**config.mk**
```make
export PLATFORM = sky130hd
export DESIGN_NAME = id_ex_stage
export DESIGN_NICKNAME = d
export VERILOG_FILES = /design/src/rtl/mips_pkg.sv /design/src/rtl/forward_mux.sv /design/src/rtl/id_ex_stage.sv
export SDC_FILE = /design/constraint.sdc
export NUM_CORES = 1
export LEC_CHECK = 0
export CORE_MARGIN = 10
export CORE_UTILIZATION = 46
export DETAILED_ROUTE_END_ITERATION = 10
export PLACE_DENSITY = 0.95
export SLEW_MARGIN = 20
export SYNTH_ARGS = -nofsm -noshare
export SYNTH_HDL_FRONTEND = slang
export SYNTH_SLANG_ARGS = --single-unit
```
**constraint.sdc**
```tcl
create_clock -name clk -period 3.9 [get_ports clk]
set_clock_uncertainty 0.1 [all_clocks]
set_input_delay 0.585 -clock clk [delete_from_list [all_inputs] [get_ports clk]]
set_output_delay 0.585 -clock clk [all_outputs]
set_load 0.03 [all_outputs]
```
**src/rtl/mips_pkg.sv**
```systemverilog
// Shared definitions for the 5-stage MIPS core: widths, ALU control codes,
// forwarding select encoding and the ID/EX pipeline payload.
package mips_pkg;

  localparam int unsigned XLEN      = 32;
  localparam int unsigned RADDR_W   = 5;
  localparam int unsigned ALU_CTL_W = 5;

  localparam logic [ALU_CTL_W-1:0] ALU_AND = 5'b00000;
  localparam logic [ALU_CTL_W-1:0] ALU_OR  = 5'b00001;
  localparam logic [ALU_CTL_W-1:0] ALU_ADD = 5'b00010;
  localparam logic [ALU_CTL_W-1:0] ALU_SUB = 5'b00110;
  localparam logic [ALU_CTL_W-1:0] ALU_SLT = 5'b00111;
  localparam logic [ALU_CTL_W-1:0] ALU_NOR = 5'b01100;
  localparam logic [ALU_CTL_W-1:0] ALU_XOR = 5'b01101;
  localparam logic [ALU_CTL_W-1:0] ALU_SLL = 5'b10000;
  localparam logic [ALU_CTL_W-1:0] ALU_SRL = 5'b11000;
  localparam logic [ALU_CTL_W-1:0] ALU_SRA = 5'b11001;

  typedef enum logic [1:0] {
    FWD_NONE  = 2'd0,
    FWD_EXMEM = 2'd1,
    FWD_MEMWB = 2'd2
  } fwd_sel_e;

  typedef struct packed {
    logic                 valid;
    logic [RADDR_W-1:0]   rs_addr;
    logic [RADDR_W-1:0]   rt_addr;
    logic [XLEN-1:0]      rs_data;
    logic [XLEN-1:0]      rt_data;
    logic [XLEN-1:0]      imm;
    logic [RADDR_W-1:0]   shamt;
    logic [ALU_CTL_W-1:0] alu_ctl;
    logic                 sign;
    logic                 alu_src1;
    logic                 alu_src2;
    logic                 mem_read;
    logic                 mem_write;
    logic                 reg_write;
    logic [RADDR_W-1:0]   dst_addr;
  } idex_t;

  // A writeback tuple targets this source register; $0 never matches.
  function automatic logic wb_hit(input logic we, input logic [RADDR_W-1:0] dst,
                                  input logic [RADDR_W-1:0] addr);
    return we && (dst != '0) && (dst == addr);
  endfunction

endpackage

```
**src/rtl/forward_mux.sv**
```systemverilog
// Operand forwarding for one source register: EX/MEM beats MEM/WB beats
// the value captured in the ID/EX register.
module forward_mux
  import mips_pkg::*;
(
  input  logic [RADDR_W-1:0] i_addr,
  input  logic [XLEN-1:0]    i_regval,
  input  logic               i_exmem_reg_write,
  input  logic [RADDR_W-1:0] i_exmem_dst_addr,
  input  logic [XLEN-1:0]    i_exmem_result,
  input  logic               i_memwb_reg_write,
  input  logic [RADDR_W-1:0] i_memwb_dst_addr,
  input  logic [XLEN-1:0]    i_memwb_result,
  output logic [XLEN-1:0]    o_value
);

  fwd_sel_e w_sel;

  always_comb begin
    w_sel = FWD_NONE;
    if (wb_hit(i_exmem_reg_write, i_exmem_dst_addr, i_addr)) begin
      w_sel = FWD_EXMEM;
    end else if (wb_hit(i_memwb_reg_write, i_memwb_dst_addr, i_addr)) begin
      w_sel = FWD_MEMWB;
    end
  end

  always_comb begin
    o_value = i_regval;
    case (w_sel)
      FWD_EXMEM: o_value = i_exmem_result;
      FWD_MEMWB: o_value = i_memwb_result;
      default:   o_value = i_regval;
    endcase
  end

endmodule

```
**src/rtl/id_ex_stage.sv**
```systemverilog
// ID/EX pipeline register with load-use stall, flush bubbles, WB capture
// bypass and execute-time forwarding into the ALU operands.
module id_ex_stage
  import mips_pkg::*;
(
  input  logic                 clk,
  input  logic                 reset_n,
  input  logic                 id_valid,
  input  logic [RADDR_W-1:0]   id_rs_addr,
  input  logic [RADDR_W-1:0]   id_rt_addr,
  input  logic [XLEN-1:0]      id_rs_data,
  input  logic [XLEN-1:0]      id_rt_data,
  input  logic [XLEN-1:0]      id_imm,
  input  logic [RADDR_W-1:0]   id_shamt,
  input  logic [ALU_CTL_W-1:0] id_alu_ctl,
  input  logic                 id_sign,
  input  logic                 id_alu_src1,
  input  logic                 id_alu_src2,
  input  logic                 id_mem_read,
  input  logic                 id_mem_write,
  input  logic                 id_reg_write,
  input  logic [RADDR_W-1:0]   id_dst_addr,
  input  logic                 flush,
  input  logic                 exmem_reg_write,
  input  logic [RADDR_W-1:0]   exmem_dst_addr,
  input  logic [XLEN-1:0]      exmem_result,
  input  logic                 memwb_reg_write,
  input  logic [RADDR_W-1:0]   memwb_dst_addr,
  input  logic [XLEN-1:0]      memwb_result,
  output logic                 stall_if_id,
  output logic                 ex_valid,
  output logic [XLEN-1:0]      ex_in_1,
  output logic [XLEN-1:0]      ex_in_2,
  output logic [ALU_CTL_W-1:0] ex_alu_ctl,
  output logic                 ex_sign,
  output logic                 ex_mem_read,
  output logic                 ex_mem_write,
  output logic                 ex_reg_write,
  output logic [RADDR_W-1:0]   ex_dst_addr,
  output logic [XLEN-1:0]      ex_store_data
);

  idex_t             r_ex;
  idex_t             w_ex_next;
  logic              w_hazard;
  logic              w_bubble;
  logic [XLEN-1:0]   w_fwd_rs;
  logic [XLEN-1:0]   w_fwd_rt;

  // Conservative load-use check: both sources compared regardless of use.
  assign w_hazard = r_ex.valid && r_ex.mem_read && (r_ex.dst_addr != '0) &&
                    ((r_ex.dst_addr == id_rs_addr) || (r_ex.dst_addr == id_rt_addr));
  assign stall_if_id = w_hazard && !flush;
  assign w_bubble    = flush || w_hazard || !id_valid;

  always_comb begin
    w_ex_next = '0;
    if (!w_bubble) begin
      w_ex_next.valid     = 1'b1;
      w_ex_next.rs_addr   = id_rs_addr;
      w_ex_next.rt_addr   = id_rt_addr;
      w_ex_next.rs_data   = wb_hit(memwb_reg_write, memwb_dst_addr, id_rs_addr) ?
                            memwb_result : id_rs_data;
      w_ex_next.rt_data   = wb_hit(memwb_reg_write, memwb_dst_addr, id_rt_addr) ?
                            memwb_result : id_rt_data;
      w_ex_next.imm       = id_imm;
      w_ex_next.shamt     = id_shamt;
      w_ex_next.alu_ctl   = id_alu_ctl;
      w_ex_next.sign      = id_sign;
      w_ex_next.alu_src1  = id_alu_src1;
      w_ex_next.alu_src2  = id_alu_src2;
      w_ex_next.mem_read  = id_mem_read;
      w_ex_next.mem_write = id_mem_write;
      w_ex_next.reg_write = id_reg_write;
      w_ex_next.dst_addr  = id_dst_addr;
    end
  end

  always_ff @(posedge clk or negedge reset_n) begin
    if (!reset_n) begin
      r_ex <= '0;
    end else begin
      r_ex <= w_ex_next;
    end
  end

  forward_mux u_fwd_rs (
    .i_addr            (r_ex.rs_addr),
    .i_regval          (r_ex.rs_data),
    .i_exmem_reg_write (exmem_reg_write),
    .i_exmem_dst_addr  (exmem_dst_addr),
    .i_exmem_result    (exmem_result),
    .i_memwb_reg_write (memwb_reg_write),
    .i_memwb_dst_addr  (memwb_dst_addr),
    .i_memwb_result    (memwb_result),
    .o_value           (w_fwd_rs)
  );

  forward_mux u_fwd_rt (
    .i_addr            (r_ex.rt_addr),
    .i_regval          (r_ex.rt_data),
    .i_exmem_reg_write (exmem_reg_write),
    .i_exmem_dst_addr  (exmem_dst_addr),
    .i_exmem_result    (exmem_result),
    .i_memwb_reg_write (memwb_reg_write),
    .i_memwb_dst_addr  (memwb_dst_addr),
    .i_memwb_result    (memwb_result),
    .o_value           (w_fwd_rt)
  );

  assign ex_in_1       = r_ex.alu_src1 ? XLEN'(r_ex.shamt) : w_fwd_rs;
  assign ex_in_2       = r_ex.alu_src2 ? r_ex.imm : w_fwd_rt;
  assign ex_store_data = w_fwd_rt;
  assign ex_valid      = r_ex.valid;
  assign ex_alu_ctl    = r_ex.alu_ctl;
  assign ex_sign       = r_ex.sign;
  assign ex_mem_read   = r_ex.mem_read;
  assign ex_mem_write  = r_ex.mem_write;
  assign ex_reg_write  = r_ex.reg_write;
  assign ex_dst_addr   = r_ex.dst_addr;

endmodule

```
# After elaboration in Yosys (flattened, before gate mapping)

Index checks and enable logic that the tools add are counted.

Mux-type cells: 11
Equal/unequal tests: 12
Reductions and logical operators: 20

Operator list:

| operator             | number |
|---|---|
| $mux W128            | 1 |
| $mux W32             | 4 |
| $pmux W32 S2         | 2 |
| $eq A5 B5 Y1         | 8 |
| $reduce_bool A5 Y1   | 3 |
| $logic_and A1 B1 Y1  | 12 |
| $mux W2              | 4 |
| $eq A2 B1 Y1 const B | 2 |
| $eq A2 B2 Y1 const B | 2 |
| $logic_or A1 B1 Y1   | 3 |
| $logic_not A1 Y1     | 2 |

Input bits: 207
Output and inout port bits: 112
Word-level logic and storage cells: 58
Flip-flop bits (word level): 128

# Depth between registers and ports, before layout

Depth after elaboration: 8
Depth in mapped cells: 8

# By module

A second synthesis with hierarchy kept.

Cell total of the unflattened synthesis: 1011
Area total of the unflattened synthesis: 10162.2 µm²

By module, submodules not included:

| module      | cells an instance | instances | sequential area each (µm²) | area an instance (µm²) |
|---|---|---|---|---|
| id_ex_stage | 651               | 1         | 3203.1                     | 7121.8 |
| forward_mux | 180               | 2         | 0.0                        | 1520.2 |

# Least setup slack after synthesis

No wires, ideal clock.

Path kind: input to output
Start point: input memwb_dst_addr[0]
End point: output ex_in_2[25]
Slack: 0.339 ns
Cell stages on the path: 7
Data required time: 3.215 ns
Arrival time: 2.876 ns
Buffers on the path: 2
Path through: buf_2 or4_4 o211ai_2 clkbuf_1 o21ai_0 a31oi_1 mux2_2

Word-level cells in the longest chain between the ends: 8

Ends and longest elaborated chain:

| element                                      | line               | source |
|---|---|---|
| from (decl)                                  | id_ex_stage.sv:28  | `input logic [RADDR_W-1:0] memwb_dst_addr,` |
| $reduce_bool A5 Y1                           | mips_pkg.sv:47     | `return we && (dst != '0) && (dst == addr);` |
| $logic_and A1 B1 Y1                          | mips_pkg.sv:47     |  |
| $logic_and A1 B1 Y1 *                        | mips_pkg.sv:47     |  |
| $mux W2 *                                    | forward_mux.sv:23  | `end else if (wb_hit(i_memwb_reg_write, i_memwb_dst_addr, i_addr)) begin` |
| $mux W2 *                                    | forward_mux.sv:21  | `if (wb_hit(i_exmem_reg_write, i_exmem_dst_addr, i_addr)) begin` |
| $eq A2 B2 Y1 or $eq A2 B1 Y1 (tied branches) | forward_mux.sv:30  | `case (w_sel)` |
| $pmux W32 S2 *                               | forward_mux.sv:30  |  |
| net ex_store_data[25]                        | id_ex_stage.sv:40  | `output logic [XLEN-1:0] ex_store_data` |
| $mux W32 *                                   | id_ex_stage.sv:112 | `assign ex_in_2 = r_ex.alu_src2 ? r_ex.imm : w_fwd_rt;` |
| to (decl)                                    | id_ex_stage.sv:33  | `output logic [XLEN-1:0] ex_in_2,` |

The timed path passes the listed nets; every way through them passes the cells marked *.

# Worst setup path after layout

Start point: input memwb_dst_addr[3]
End point: output ex_in_2[18]

Word-level cells in the longest chain between the ends: 8

Ends and longest elaborated chain:

| element                                      | line |
|---|---|
| $reduce_bool A5 Y1                           | mips_pkg.sv:47 |
| $logic_and A1 B1 Y1                          | mips_pkg.sv:47 |
| $logic_and A1 B1 Y1 *                        | mips_pkg.sv:47 |
| $mux W2 *                                    | forward_mux.sv:23 |
| $mux W2 *                                    | forward_mux.sv:21 |
| $eq A2 B2 Y1 or $eq A2 B1 Y1 (tied branches) | forward_mux.sv:30 |
| $pmux W32 S2 *                               | forward_mux.sv:30 |
| $mux W32 *                                   | id_ex_stage.sv:112 |

Every way passes the cells marked *; elsewhere a longest branch is shown, timed or not.

==> key figures <==
Status
  – Status: finished clean

Route
  – Post-route ant nets: 0
  – Total routed wirelength: 29,750 um
  – DRT iter0 DRCs: 560
  – Vias per Instance: 5.694
  – Detailed Routing Iterations Pass 1: 5
  – Residual DRC: 0
  – Via count: 7,573
  – Routed len/inst: 22.37 um

Timing
  – Final min period: 3.801 ns
  – Fmax: 263.1 MHz
  – Worst-Margin Slew: 0.9466 ns
  – Final setup violation count: 0
  – RSZ-0062 raised after global routing: false
  – Final hold violation count: 0
  – Hold Slack: 0.1948 ns
  – Setup total negative slack: 0 ns
  – Fin crit share: 0.9746
  – Max-slew violation count: 0
  – Rel. slew slack: 0.3689

Global route
  – Met1 capacity usage during global routing: 0.2873
  – Initial antenna violation count: 1
  – Top Usage Layer GRT: met2
  – GR Util All Layers: 0.2675
  – Vias in the first global route: 8,125
  – Total grt overflow: 0
  – First-pass GRT wire length: 45,580 um
  – Largest net degree at the start of global routing: 67
  – Met3 Use GR: 0.07818
  – GR Util met2: 0.4668

Clocking
  – Htree depth: 4
  – CTS tree: built
  – Max clock buf depth: 2
  – CTS Hold Bufs: 0
  – Reg clk slew, reported paths: 0.06 ns
  – Clock sink total: 128
  – Num CTS Buffers: 17
  – Number of setup buffers added after CTS: 0
  – # resized after CTS: 0
  – Worst skew pair latency: 0.41 ns
  – CTS Root Cell: clkbuf_16

Final layout
  – Layout cell share with drive strength beyond 1: 0.1923
  – # fillers: 1,084
  – Synth-to-Final Area Change: 54.83%
  – NumNets Final: 1,307

Synthesis
  – Synth Area per Inst: 9.173 um^2
  – Yosys top cell area share: 0.4365
  – Ys flop type: dfrtp_1
  – Sequential area share after synthesis: 0.4365
  – Number of synthesized flops with an enable pin: 0
  – Cells after synthesis: 800
  – Most common cell in the netlist: dfrtp_1
  – Largest cells by area after synthesis: dfrtp_1 44%, mux2i_1 8.7%, and2_1 5.4%, nor2_1 5.3%, mux2_2 4.6%
  – Area leader, netlist: dfrtp_1
  – Flops & latches, synth: 128
  – Syn Nets: 1,007
  – Post-synth ARST share: 1.000
  – Distinct cells, synth: 38
  – YS warnings: 0
  – Post-synth top cells: 128 x dfrtp_1, 104 x nor2_1, 64 x mux2i_1, 64 x nand2_1, 63 x and2_1
  – Post-Syn Area: 0.007338 mm^2

Placed design
  – Post-DP HPWL: 21,760 um
  – IO buf count: 318
  – Placer Congestion: 0.9000

Power
  – Net Sw Power: 0.001167 W
  – Power per cell area: 352.8 mW/mm^2
  – Internal power: 0.002841 W
  – Combinational share of power: 0.224
  – Reg power frac: 0.352
  – Clock share of power: 0.423
  – Peak supply drop: 0.2654 mV
  – Sw Ratio: 0.2911
  – Leak Pwr: 4.892 nW

Floorplan
  – CORE AREA: 0.01577 mm^2
  – IO Count: 319
  – Starting Density: 0.4653
  – Die Width: 146.3 um
  – Die ar.: 0.02141 mm^2
  – Rows: 46
  – Chip height: 146.3 um

Setup path
  – Worst Setup Path Type: in2out
  – Worst Setup Start Kind: input port
  – Critical Path AT: 3.12 ns
  – Worst Path Required: 3.21 ns
  – CP Capture Type: primary output
  – Worst Path Max Fanout: 35

Hold path
  – Hold crit path type: in2async

Job
  – Maxcap violations: 0
[power groups by stage]
stage | Sequential (W) | Clock, W | Combinational [W]
final | 0.00141 | 0.00170 | 0.000900
after CTS | 0.00141 | 0.00172 | 0.000896
after global routing | 0.00142 | 0.00178 | 0.000950
after floorplan | 0.00142 | 0 | 0.000397
after global placement | 0.00143 | 0 | 0.000866
after detailed placement | 0.00144 | 0 | 0.000890
[critical path, cell delays in order]
cell	delay (ns)
clkdlybuf4s50_1	0.46
or4_4	0.58
o211ai_4	0.22
buf_4	0.33
o21a_1	0.16
a211oi_1	0.05
o31ai_1	0.52
buf_12	0.19
[state kept, by name, indices dropped and copies added, names as in the netlist]
signal        cells
ex_valid          1
ex_sign           1
r_ex            113
ex_dst_addr       5
ex_alu_ctl        5
ex_reg_write      1
ex_mem_read       1
ex_mem_write      1
[layout make-up]
| cell class | instances | area [um^2] | area share |
|---|---|---|---|
| inverter | 37 | 138.9 | 0.01222 |
| clock buffer | 17 | 425.4 | 0.03744 |
| multi-input combinational | 558 | 3674 | 0.3233 |
| timing repair buffer | 358 | 3450 | 0.3036 |
| sequential | 128 | 3206 | 0.2821 |
| antenna | 1 | 2.502 | 0.0002202 |
| clock inverter | 15 | 196.4 | 0.01729 |
| tap | 216 | 270.3 | 0.02379 |
[routing by layer]
metal | part of all wire | wire, um
met5 | 0 | 0
met4 | 0.038 | 1128
met3 | 0.099 | 2932
met2 | 0.51 | 15220
met1 | 0.35 | 10470
[stage by stage]
step	setup slack, ns	cells	instance area (um^2)	utilization	total power, W
floorplan	0.3393	800	7338	-	0.001818
global placement	0.1005	1297	10730	0.6803	0.002298
detailed placement	0.02059	1297	10730	0.6803	0.002325
CTS	0.003894	1329	11350	0.7198	0.004029
global route	0.01985	1330	11360	0.7205	0.004142
finish	0.09912	1330	11360	0.7205	0.004008
[kinds of logic (layout without fill, tap and decap cells)]
group / Yosys count / after routing / share of synthesized area
compound gates: 111 / 111 / 0.1090
xor+xnor: 40 / 40 / 0.04774
buf+inv: 114 / 427 / 0.06837
flops: 128 / 128 / 0.4365
mux: 94 / 94 / 0.1333
other cells: 0 / 1 / 0
simple gates: 313 / 313 / 0.2051
[cells in the final DEF, fill, tap and decap left out, drive strengths merged]
master,instances
clkdlybuf4s50,221
buf,136
dfrtp,128
nor2,104
nand2,64
mux2i,64
and2,63
inv,44
o21ai,32
or3,31
nor3,31
a31oi,30
mux2,30
xnor2,29
a311oi,27
clkbuf,17
nand3,11
xor2,11
o31ai,7
o221a,5
clkinv,4
o21a,3
bufinv,3
or4,3
nand4,2
o211ai,2
a211oi,2
nor4,2
diode,1
or2,1
o22ai,1
o311a,1
a211o,1
and3,1
clkinvlp,1
dlymetal6s2s,1
[path summary, 6_finish.rpt]
kind                                   startpoint  slack, ns  cells after the start           to
worst max-delay path            memwb_dst_addr[3]        0.1                      8  ex_in_2[18]
worst min-delay path                      reset_n       0.19                      1    r_ex[114]
worst max register to register     ex_dst_addr[3]       1.31                      7     r_ex[19]
worst min register to register           ex_valid       1.33                      4     r_ex[95]
max in group asynchronous                 reset_n       2.66                      2      r_ex[9]
min in group clk                       id_imm[13]       0.62                      2     r_ex[34]
No activity file was read; power rests on OpenSTA's default activity.
